### config.mk
export PLATFORM = sky130hd
export DESIGN_NAME = instr_fetch_unit
export DESIGN_NICKNAME = d
export VERILOG_FILES = /design/src/rtl/mips_pkg.sv /design/src/rtl/pc_reg.sv /design/src/rtl/instr_fetch_unit.sv
export SDC_FILE = /design/constraint.sdc
export NUM_CORES = 1
export LEC_CHECK = 0
export ABC_AREA = 1
export CAP_MARGIN = 20
export CORE_UTILIZATION = 42
export CTS_BUF_LIST = sky130_fd_sc_hd__clkbuf_8 sky130_fd_sc_hd__clkbuf_16
export DETAILED_ROUTE_END_ITERATION = 10
export GPL_ROUTABILITY_DRIVEN = 0
export PLACE_DENSITY = 0.79
export SETUP_SLACK_MARGIN = 0.02
export SLEW_MARGIN = 20
export SYNTH_ARGS = -nofsm -noshare
export SYNTH_HDL_FRONTEND = slang
export SYNTH_SLANG_ARGS = --single-unit
export TNS_END_PERCENT = 20
### constraint.sdc
create_clock -name clk -period 1.55 [get_ports clk]
set_clock_uncertainty 0.05 [all_clocks]
set_input_delay 0.465 -clock clk [delete_from_list [all_inputs] [get_ports clk]]
set_output_delay 0.465 -clock clk [all_outputs]
set_load 0.02 [all_outputs]
### src/rtl/mips_pkg.sv
// Shared MIPS core definitions: the NOP encoding and the default address width.
// instr_fetch_unit and instruct_memory both import this package.
package mips_pkg;
    localparam int          MIPS_ADDR_W = 32;
    localparam logic [31:0] MIPS_NOP    = 32'h0000_0000;
endpackage

### src/rtl/pc_reg.sv
// Program counter with its next-PC mux (redirect > fault > stall > advance).
// Also compares the PC against the instruction memory depth.
module pc_reg
    import mips_pkg::*;
#(
    parameter int                ADDR_W     = MIPS_ADDR_W,
    parameter int                IMEM_DEPTH = 8,
    parameter logic [ADDR_W-1:0] RESET_PC   = '0
) (
    input  logic              clk,
    input  logic              rst,
    input  logic              stall,
    input  logic              redirect_valid,
    input  logic [ADDR_W-1:0] redirect_target,
    output logic [ADDR_W-1:0] pc,
    output logic              out_of_range
);
    localparam logic [ADDR_W-1:0] DEPTH = ADDR_W'(IMEM_DEPTH);

    logic [ADDR_W-1:0] pc_next;

    assign out_of_range = (pc >= DEPTH);

    // An out-of-range PC freezes until a redirect; wrap is plain modular arithmetic.
    always_comb begin
        pc_next = pc + ADDR_W'(1);
        if (redirect_valid) begin
            pc_next = redirect_target;
        end else if (out_of_range) begin
            pc_next = pc;
        end else if (stall) begin
            pc_next = pc;
        end
    end

    always_ff @(posedge clk) begin
        if (rst) begin
            pc <= RESET_PC;
        end else begin
            pc <= pc_next;
        end
    end
endmodule

### src/rtl/instr_fetch_unit.sv
// IF stage: owns the PC, drives instruct_memory (combinational read) and
// captures the returned word into the IF/ID register with stall/flush/redirect.
module instr_fetch_unit
    import mips_pkg::*;
#(
    parameter int                ADDR_W     = MIPS_ADDR_W,
    parameter int                IMEM_DEPTH = 8,
    parameter logic [ADDR_W-1:0] RESET_PC   = '0
) (
    input  logic              clk,
    input  logic              rst,
    input  logic              stall,
    input  logic              flush,
    input  logic              redirect_valid,
    input  logic [ADDR_W-1:0] redirect_target,
    output logic [ADDR_W-1:0] imem_addr,
    input  logic [31:0]       imem_instr,
    output logic [ADDR_W-1:0] ifid_pc,
    output logic [ADDR_W-1:0] ifid_pc_plus1,
    output logic [31:0]       ifid_instr,
    output logic              ifid_valid,
    output logic              fetch_fault
);
    logic [ADDR_W-1:0] pc;
    logic              out_of_range;

    pc_reg #(
        .ADDR_W     (ADDR_W),
        .IMEM_DEPTH (IMEM_DEPTH),
        .RESET_PC   (RESET_PC)
    ) u_pc_reg (
        .clk             (clk),
        .rst             (rst),
        .stall           (stall),
        .redirect_valid  (redirect_valid),
        .redirect_target (redirect_target),
        .pc              (pc),
        .out_of_range    (out_of_range)
    );

    assign imem_addr = pc;

    always_ff @(posedge clk) begin
        if (rst) begin
            fetch_fault <= 1'b0;
        end else if (redirect_valid) begin
            fetch_fault <= 1'b0;
        end else if (out_of_range) begin
            fetch_fault <= 1'b1;
        end
    end

    // Bubbles keep the PC of the dropped slot in ifid_pc for debug.
    always_ff @(posedge clk) begin
        if (rst) begin
            ifid_pc       <= '0;
            ifid_pc_plus1 <= '0;
            ifid_instr    <= MIPS_NOP;
            ifid_valid    <= 1'b0;
        end else if (redirect_valid || out_of_range) begin
            ifid_pc       <= pc;
            ifid_pc_plus1 <= pc + ADDR_W'(1);
            ifid_instr    <= MIPS_NOP;
            ifid_valid    <= 1'b0;
        end else if (stall) begin
            if (flush) begin
                ifid_instr <= MIPS_NOP;
                ifid_valid <= 1'b0;
            end
        end else if (flush) begin
            ifid_pc       <= pc;
            ifid_pc_plus1 <= pc + ADDR_W'(1);
            ifid_instr    <= MIPS_NOP;
            ifid_valid    <= 1'b0;
        end else begin
            ifid_pc       <= pc;
            ifid_pc_plus1 <= pc + ADDR_W'(1);
            ifid_instr    <= imem_instr;
            ifid_valid    <= 1'b1;
        end
    end
endmodule

After elaboration in Yosys (flattened, before gate mapping):

Index checks and enable logic that the tools add are counted.

* memory bits (read-only): 0
* input port bits: 69
* memories kept: 0
* bits in writable memories: 0
* latch bits: 0
* register bits after elaboration: 130

* $mul: 0
* $lt $le $gt $ge: 1
* bitwise operators: 0
* shift-type cells: 0
* $add $sub $neg: 1
* reductions and logical operators: 4
* multiplexer cells: 12
* div/mod/pow operators: 0
* equal/unequal tests: 4

Operators by type and width (number)
* two-way mux 32 bit: 9
* adder 32 x 1 -> 32 bit (second input constant): 1
* greater-or-equal comparator 32 x 4 -> 1 bit (second input constant): 1
* inequality test 2 x 1 -> 1 bit (second input constant): 3
* OR reduction 2 bit: 2
* two-way mux 1 bit: 3
* inequality test 2 bit (second input constant): 1
* AND reduction 2 bit: 1
* logical OR 1 bit: 1

Depth between registers and ports, before layout:

Gate-level depths: netlist (run 1).

* depth in word-level cells: 4
* depth in mapped cells: 10
* depth with buffers taken out: 10

By module:

A second synthesis (run 1) with hierarchy kept.

* cell total of the unflattened synthesis: 846
* area total of the unflattened synthesis: 5854.4 sq um

Modules (own cells, without submodules)
* instr_fetch_unit: area an instance 4469.3 sq um, sequential area each 1961.9 sq um, cells an instance 654, instances 1
* pc_reg: area an instance 1385.1 sq um, sequential area each 640.6 sq um, cells an instance 192, instances 1

Worst setup path after synthesis (run 1):

OpenSTA, ideal clock, no wires.

* path type: flip-flop to flip-flop
* start: register u_pc_reg.pc[1]
* end: register ifid_pc_plus1[18]
* required time: 1.386 ns
* slack: -0.193 ns
* cell stages (with the launch flop): 10
* library setup time: 0.114 ns
* period minus slack after synthesis: 1.743 ns
* arrival: 1.579 ns
* path through: dfxtp_1 > ha_1 > nand3_1 > nor2_2 > nand2_1 > nor2_1 > xor2_1 > nand2_1 > nand2_1 > nor2_2

* cells in the longest elaborated chain, start to end: 3
* elaborated cells on any way between the ends: 6

Ends and longest elaborated chain
* start, declared: line pc_reg.sv:15 `output logic [ADDR_W-1:0] pc,`
* start signal, assigned: line pc_reg.sv:40 `pc <= pc_next;`
* adder 32 x 1 -> 32 bit / greater-or-equal comparator 32 x 4 -> 1 bit (equally long branches)
* two-way mux 32 bit / logical OR 1 bit (equally long branches)
* two-way mux 32 bit / inequality test 2 x 1 -> 1 bit (equally long branches)
* end signal, assigned: line instr_fetch_unit.sv:62 `ifid_pc_plus1 <= pc + ADDR_W'(1);`
* end signal, assigned: line instr_fetch_unit.sv:72 `ifid_pc_plus1 <= pc + ADDR_W'(1);`
* end signal, assigned: line instr_fetch_unit.sv:77 `ifid_pc_plus1 <= pc + ADDR_W'(1);`
* end, declared: line instr_fetch_unit.sv:19 `output logic [ADDR_W-1:0] ifid_pc_plus1,`

Parallel ways exist; a longest one is shown, timed or not. The select of a mux whose other input is x is not followed.
A chain may end at the register's enable or synchronous reset.

Worst setup path after layout (run 1):

* start: register u_pc_reg.pc[4]
* end: register ifid_pc[7]

* cells in the longest elaborated chain, start to end: 3
* elaborated cells on any way between the ends: 4

Ends and longest elaborated chain
* greater-or-equal comparator 32 x 4 -> 1 bit *: line pc_reg.sv:22 `assign out_of_range = (pc >= DEPTH);`
* logical OR 1 bit *: line instr_fetch_unit.sv:60 `end else if (redirect_valid || out_of_range) begin`
* inequality test 2 x 1 -> 1 bit (no source line) / two-way mux 32 bit (equally long branches)
* end signal, assigned: line instr_fetch_unit.sv:61 `ifid_pc <= pc;`
* end signal, assigned: line instr_fetch_unit.sv:71 `ifid_pc <= pc;`
* end signal, assigned: line instr_fetch_unit.sv:76 `ifid_pc <= pc;`
* end, declared: line instr_fetch_unit.sv:18 `output logic [ADDR_W-1:0] ifid_pc,`

Every way passes the cells marked *; elsewhere a longest branch is shown, timed or not.

==> reports/summary.txt, run 1 <==
Post-route cell area -> 9630 sq um
Count of state elements after synthesis -> 130
Number of rows in the core area -> 43
Pin count of the biggest net entering global routing -> 57
Area of the die -> 14600 sq um
GRT Residual Overflow -> 0
Fraction of synthesized cell area in xor and xnor cells -> 2.21%
Top-Level Pins -> 199
Setup WS pre-CTS -> -0.405 ns
Detail Route Antenna Nets -> 0
Proportion of synthesized flip-flops having asynchronous set or reset -> 0%
RSZ-0062 raised after global routing -> true
Via count of the first global-routing pass -> 6419
Wirelength, routed -> 23600 um
Total via count in the routed design -> 7283
DPL Wire Length -> 15000 um
Placed Instance Area -> 8850 sq um
Hold bufs inserted after CTS -> 0
Vias/cell -> 5.55
Number of clock sinks -> 130
Routed length on met1 -> 8710 um
Share of final-layout standard cells stronger than drive strength 1 -> 38.3%
Global Route Usage Sum -> 28.8%
Hold/Removal Path Class -> flip-flop to flip-flop
Power Dens Cells -> 963 nW/um^2
Maximum Capacitance Violations -> 0
Peak supply drop -> 0.689 mV
Clock tree from TritonCTS -> yes
Failing checks -> setup timing
Largest family of logic cells by synthesized area -> simple AND/OR/NAND/NOR gates
Final Cycle Share -> 114%
Adder-cell area share of the yosys netlist -> 0.421%
Sequential fraction of the synthesis area -> 43.7%
Ant. Diodes -> 0
Capture endpoint of the worst hold path -> ifid_pc[2]
Topmost layer with routed signal wires -> met4
Cell depth of the worst flop-to-flop path -> 10
Power Total -> 9.27 mW
Setup TNS after final layout -> -18.25 ns
Antenna violations before repair -> 0
Arrival time at the worst endpoint -> 2.07 ns
Initial cell density of the core -> 43.0%
Number of nets at the end of the flow -> 1190
Max FO, Critical Path -> 6
Filler Cells Inserted -> 1041
Final Hold Fails -> 0
Area contributors post-synth -> sky130_fd_sc_hd__dfxtp_1 (44%), sky130_fd_sc_hd__nand3_1 (10%), sky130_fd_sc_hd__nand2_1 (9.1%), sky130_fd_sc_hd__nor2_1 (8.8%), sky130_fd_sc_hd__a21oi_1 (5.0%)
Area fraction in compound gates after synthesis -> 12.9%
Met3 layer wire length in the routed design -> 2280 um
Synth Area in Simple Gates -> 33.5%
Critical Path Source Type -> flip-flop
Library cell with the largest summed area after synthesis -> sky130_fd_sc_hd__dfxtp_1
Hold Crit Depth -> 2
Inserted Clock Buffers -> 17
Input/output buffers -> 198
Mapped Cells -> 819
Die boundary height -> 121 um
Setup slack of the worst register-to-register path -> -0.22 ns
Synth-to-Final Area Change -> 61.9%
Number of failing setup endpoints in the final timing report -> 132
Fraction of synthesized area in multiplexers -> 0%
Dominant cell by count in the synthesized netlist -> sky130_fd_sc_hd__nand2_1
Synth top area share -> 43.7%
Horizontal die dimension -> 121 um
Maximum level of the CTS H-tree -> 4
Syn nets -> 890
Least-Margin Pin Slew -> 0.346 ns
EDFF count, synth -> 0
Worst-Skew Late Latency -> 0.42 ns
Max clock buf depth -> 2
Result of the run -> finished with violations
Clock transition at path regs -> 0.06 ns
Worst Path Required -> 1.85 ns
End of the worst register-to-register path -> ifid_pc[7]
Warnings, synthesis -> 0
Final setup slack of the worst path -> -0.215 ns
Launch point of the worst reg-to-reg path -> u_pc_reg.pc[4]
Critical path type -> flip-flop to flip-flop
Area of the placeable core -> 13800 sq um
Relative max-transition margin -> 76.7%
Violation count after the first detailed-routing iteration -> 717
Global-route wire length before repair -> 32600 um
Drc violations -> 0
Post-synthesis cell type count -> 30
Clk root buf -> sky130_fd_sc_hd__clkbuf_16
Leading post-synthesis cells by instance count -> sky130_fd_sc_hd__nand2_1 (145), sky130_fd_sc_hd__nor2_1 (140), sky130_fd_sc_hd__dfxtp_1 (130)
Period minus WS final -> 1.77 ns
Crit end category -> flip-flop
Wirelength per Cell -> 18.0 um
Syn Std Cell Area -> 5950 sq um
Slew Limit Fails -> 0
FMAX -> 567 MHz
Detailed-router iteration count before antenna repair -> 5
Worst Min Path Start -> ifid_pc[2]
Synthesized area divided by synthesized cell count -> 7.26 sq um
Routed length on met2 -> 11100 um
Top_reg_cell synth -> sky130_fd_sc_hd__dfxtp_1
Static leakage -> 4.25 nW
## critical path, stage by stage, from the launching register on
cell	delay, ns
sky130_fd_sc_hd__dfxtp_4	0.38
sky130_fd_sc_hd__nor2_1	0.17
sky130_fd_sc_hd__nand3_2	0.12
sky130_fd_sc_hd__buf_4	0.16
sky130_fd_sc_hd__nor2_4	0.12
sky130_fd_sc_hd__nand2_4	0.09
sky130_fd_sc_hd__nor2_4	0.17
sky130_fd_sc_hd__buf_6	0.14
sky130_fd_sc_hd__buf_6	0.11
sky130_fd_sc_hd__o21ai_1	0.06
sky130_fd_sc_hd__nor2_1	0.13
## layout by cell type, fill, tap and decap left out, types with 3 or more instances in the layout
cell,netlist,final
sky130_fd_sc_hd__a21oi_1,60,57
sky130_fd_sc_hd__a21oi_2,30,33
sky130_fd_sc_hd__buf_12,0,12
sky130_fd_sc_hd__buf_2,6,112
sky130_fd_sc_hd__buf_4,2,107
sky130_fd_sc_hd__buf_6,10,28
sky130_fd_sc_hd__bufinv_16,0,4
sky130_fd_sc_hd__clkbuf_16,0,23
sky130_fd_sc_hd__clkdlybuf4s50_1,0,66
sky130_fd_sc_hd__clkinv_4,0,3
sky130_fd_sc_hd__dfxtp_1,130,105
sky130_fd_sc_hd__dfxtp_2,0,12
sky130_fd_sc_hd__dfxtp_4,0,13
sky130_fd_sc_hd__inv_1,28,28
sky130_fd_sc_hd__inv_2,8,8
sky130_fd_sc_hd__nand2_1,145,137
sky130_fd_sc_hd__nand2_2,3,9
sky130_fd_sc_hd__nand2_4,1,3
sky130_fd_sc_hd__nand3_1,119,114
sky130_fd_sc_hd__nand3_2,0,3
sky130_fd_sc_hd__nand3_4,1,3
sky130_fd_sc_hd__nand3b_1,3,3
sky130_fd_sc_hd__nand4_1,25,25
sky130_fd_sc_hd__nor2_1,140,110
sky130_fd_sc_hd__nor2_2,5,22
sky130_fd_sc_hd__nor2_4,1,14
sky130_fd_sc_hd__nor3_1,6,4
sky130_fd_sc_hd__o21ai_0,13,6
sky130_fd_sc_hd__o21ai_1,28,29
sky130_fd_sc_hd__o21ai_2,0,6
sky130_fd_sc_hd__xnor2_1,4,3
sky130_fd_sc_hd__xor2_1,11,9
## power by group
| group | leakage [nW] | internal (mW) | switching (mW) | total [mW] |
|---|---|---|---|---|
| registers | 1.07 | 3.45 | 0.111 | 3.56 |
| clock network | 0.317 | 2.83 | 1.55 | 4.37 |
| logic | 2.86 | 0.595 | 0.744 | 1.34 |
## through the flow
step	cells	hold WS, ns	util, %
after global routing	1312	0.447	69.6
after global placement	1257	0.414	64.0
final	1312	0.427	69.6
after CTS	1292	0.430	65.7
after floorplan	819	0.491	-
after detailed placement	1257	0.420	64.0
## metal layers
metal / up-vias / global-route usage [%]
li1: 3313 / -
met1: 3396 / 34.8
met2: 441 / 47.0
met3: 133 / 7.33
met4: 0 / 15.4
met5: - / 0
## final cells by class
type	count	area (sq um)	share of cell area (%)
well taps	180	225	2.34
inverters	37	144	1.49
multi-input cells	600	3220	33.4
clock inverters	13	183	1.90
clock buffers	19	464	4.82
flip-flops and latches	130	2670	27.7
repair buffers	333	2730	28.4
## worst max path at each step
stage / end / slack [ns] / startpoint
4_1_cts: ifid_pc_plus1[20] / -0.12 / u_pc_reg.pc[30]
6_report: ifid_pc[7] / -0.22 / u_pc_reg.pc[4]
2_1_floorplan: u_pc_reg.pc[20] / 0.02 / redirect_valid
3_5_place_dp: ifid_pc[4] / -0.40 / redirect_valid
3_3_place_gp: ifid_pc[4] / -0.33 / redirect_valid
5_1_grt: ifid_pc_plus1[21] / -0.29 / u_pc_reg.pc[4]
## cells by family (layout without fill, tap and decap cells)
kind of cell	count (synthesis)	count (layout)
and+or+nand+nor	451	452
AOI/OAI and AO/OA	131	131
DFF	130	130
buffers and inverters	90	402
xor gates and xnor gates	15	15
adders and majority gates	2	2
## what timing repair did
item                                    in CTS  in global routing
cloned                                       0                  8
gates resized for setup                    576                111
hold endpoints to repair                     0                  0
pin swaps                                    8                 34
buffers inserted                             3                 13
endpoints found under the setup margin     260                158
No activity file was read; power rests on OpenSTA's default activity.
==> inputs of run 2 (changes only) <==
--- a/config.mk
+++ b/config.mk
@@ -6,6 +6,7 @@
 export NUM_CORES = 1
 export LEC_CHECK = 0
 export ABC_AREA = 1
+export ABC_CLOCK_PERIOD_IN_PS = 1550
 export CAP_MARGIN = 20
 export CORE_UTILIZATION = 42
 export CTS_BUF_LIST = sky130_fd_sc_hd__clkbuf_8 sky130_fd_sc_hd__clkbuf_16
==> results of run 2 <==
The final DEF is identical to that of run 1; final timing and power are the same.
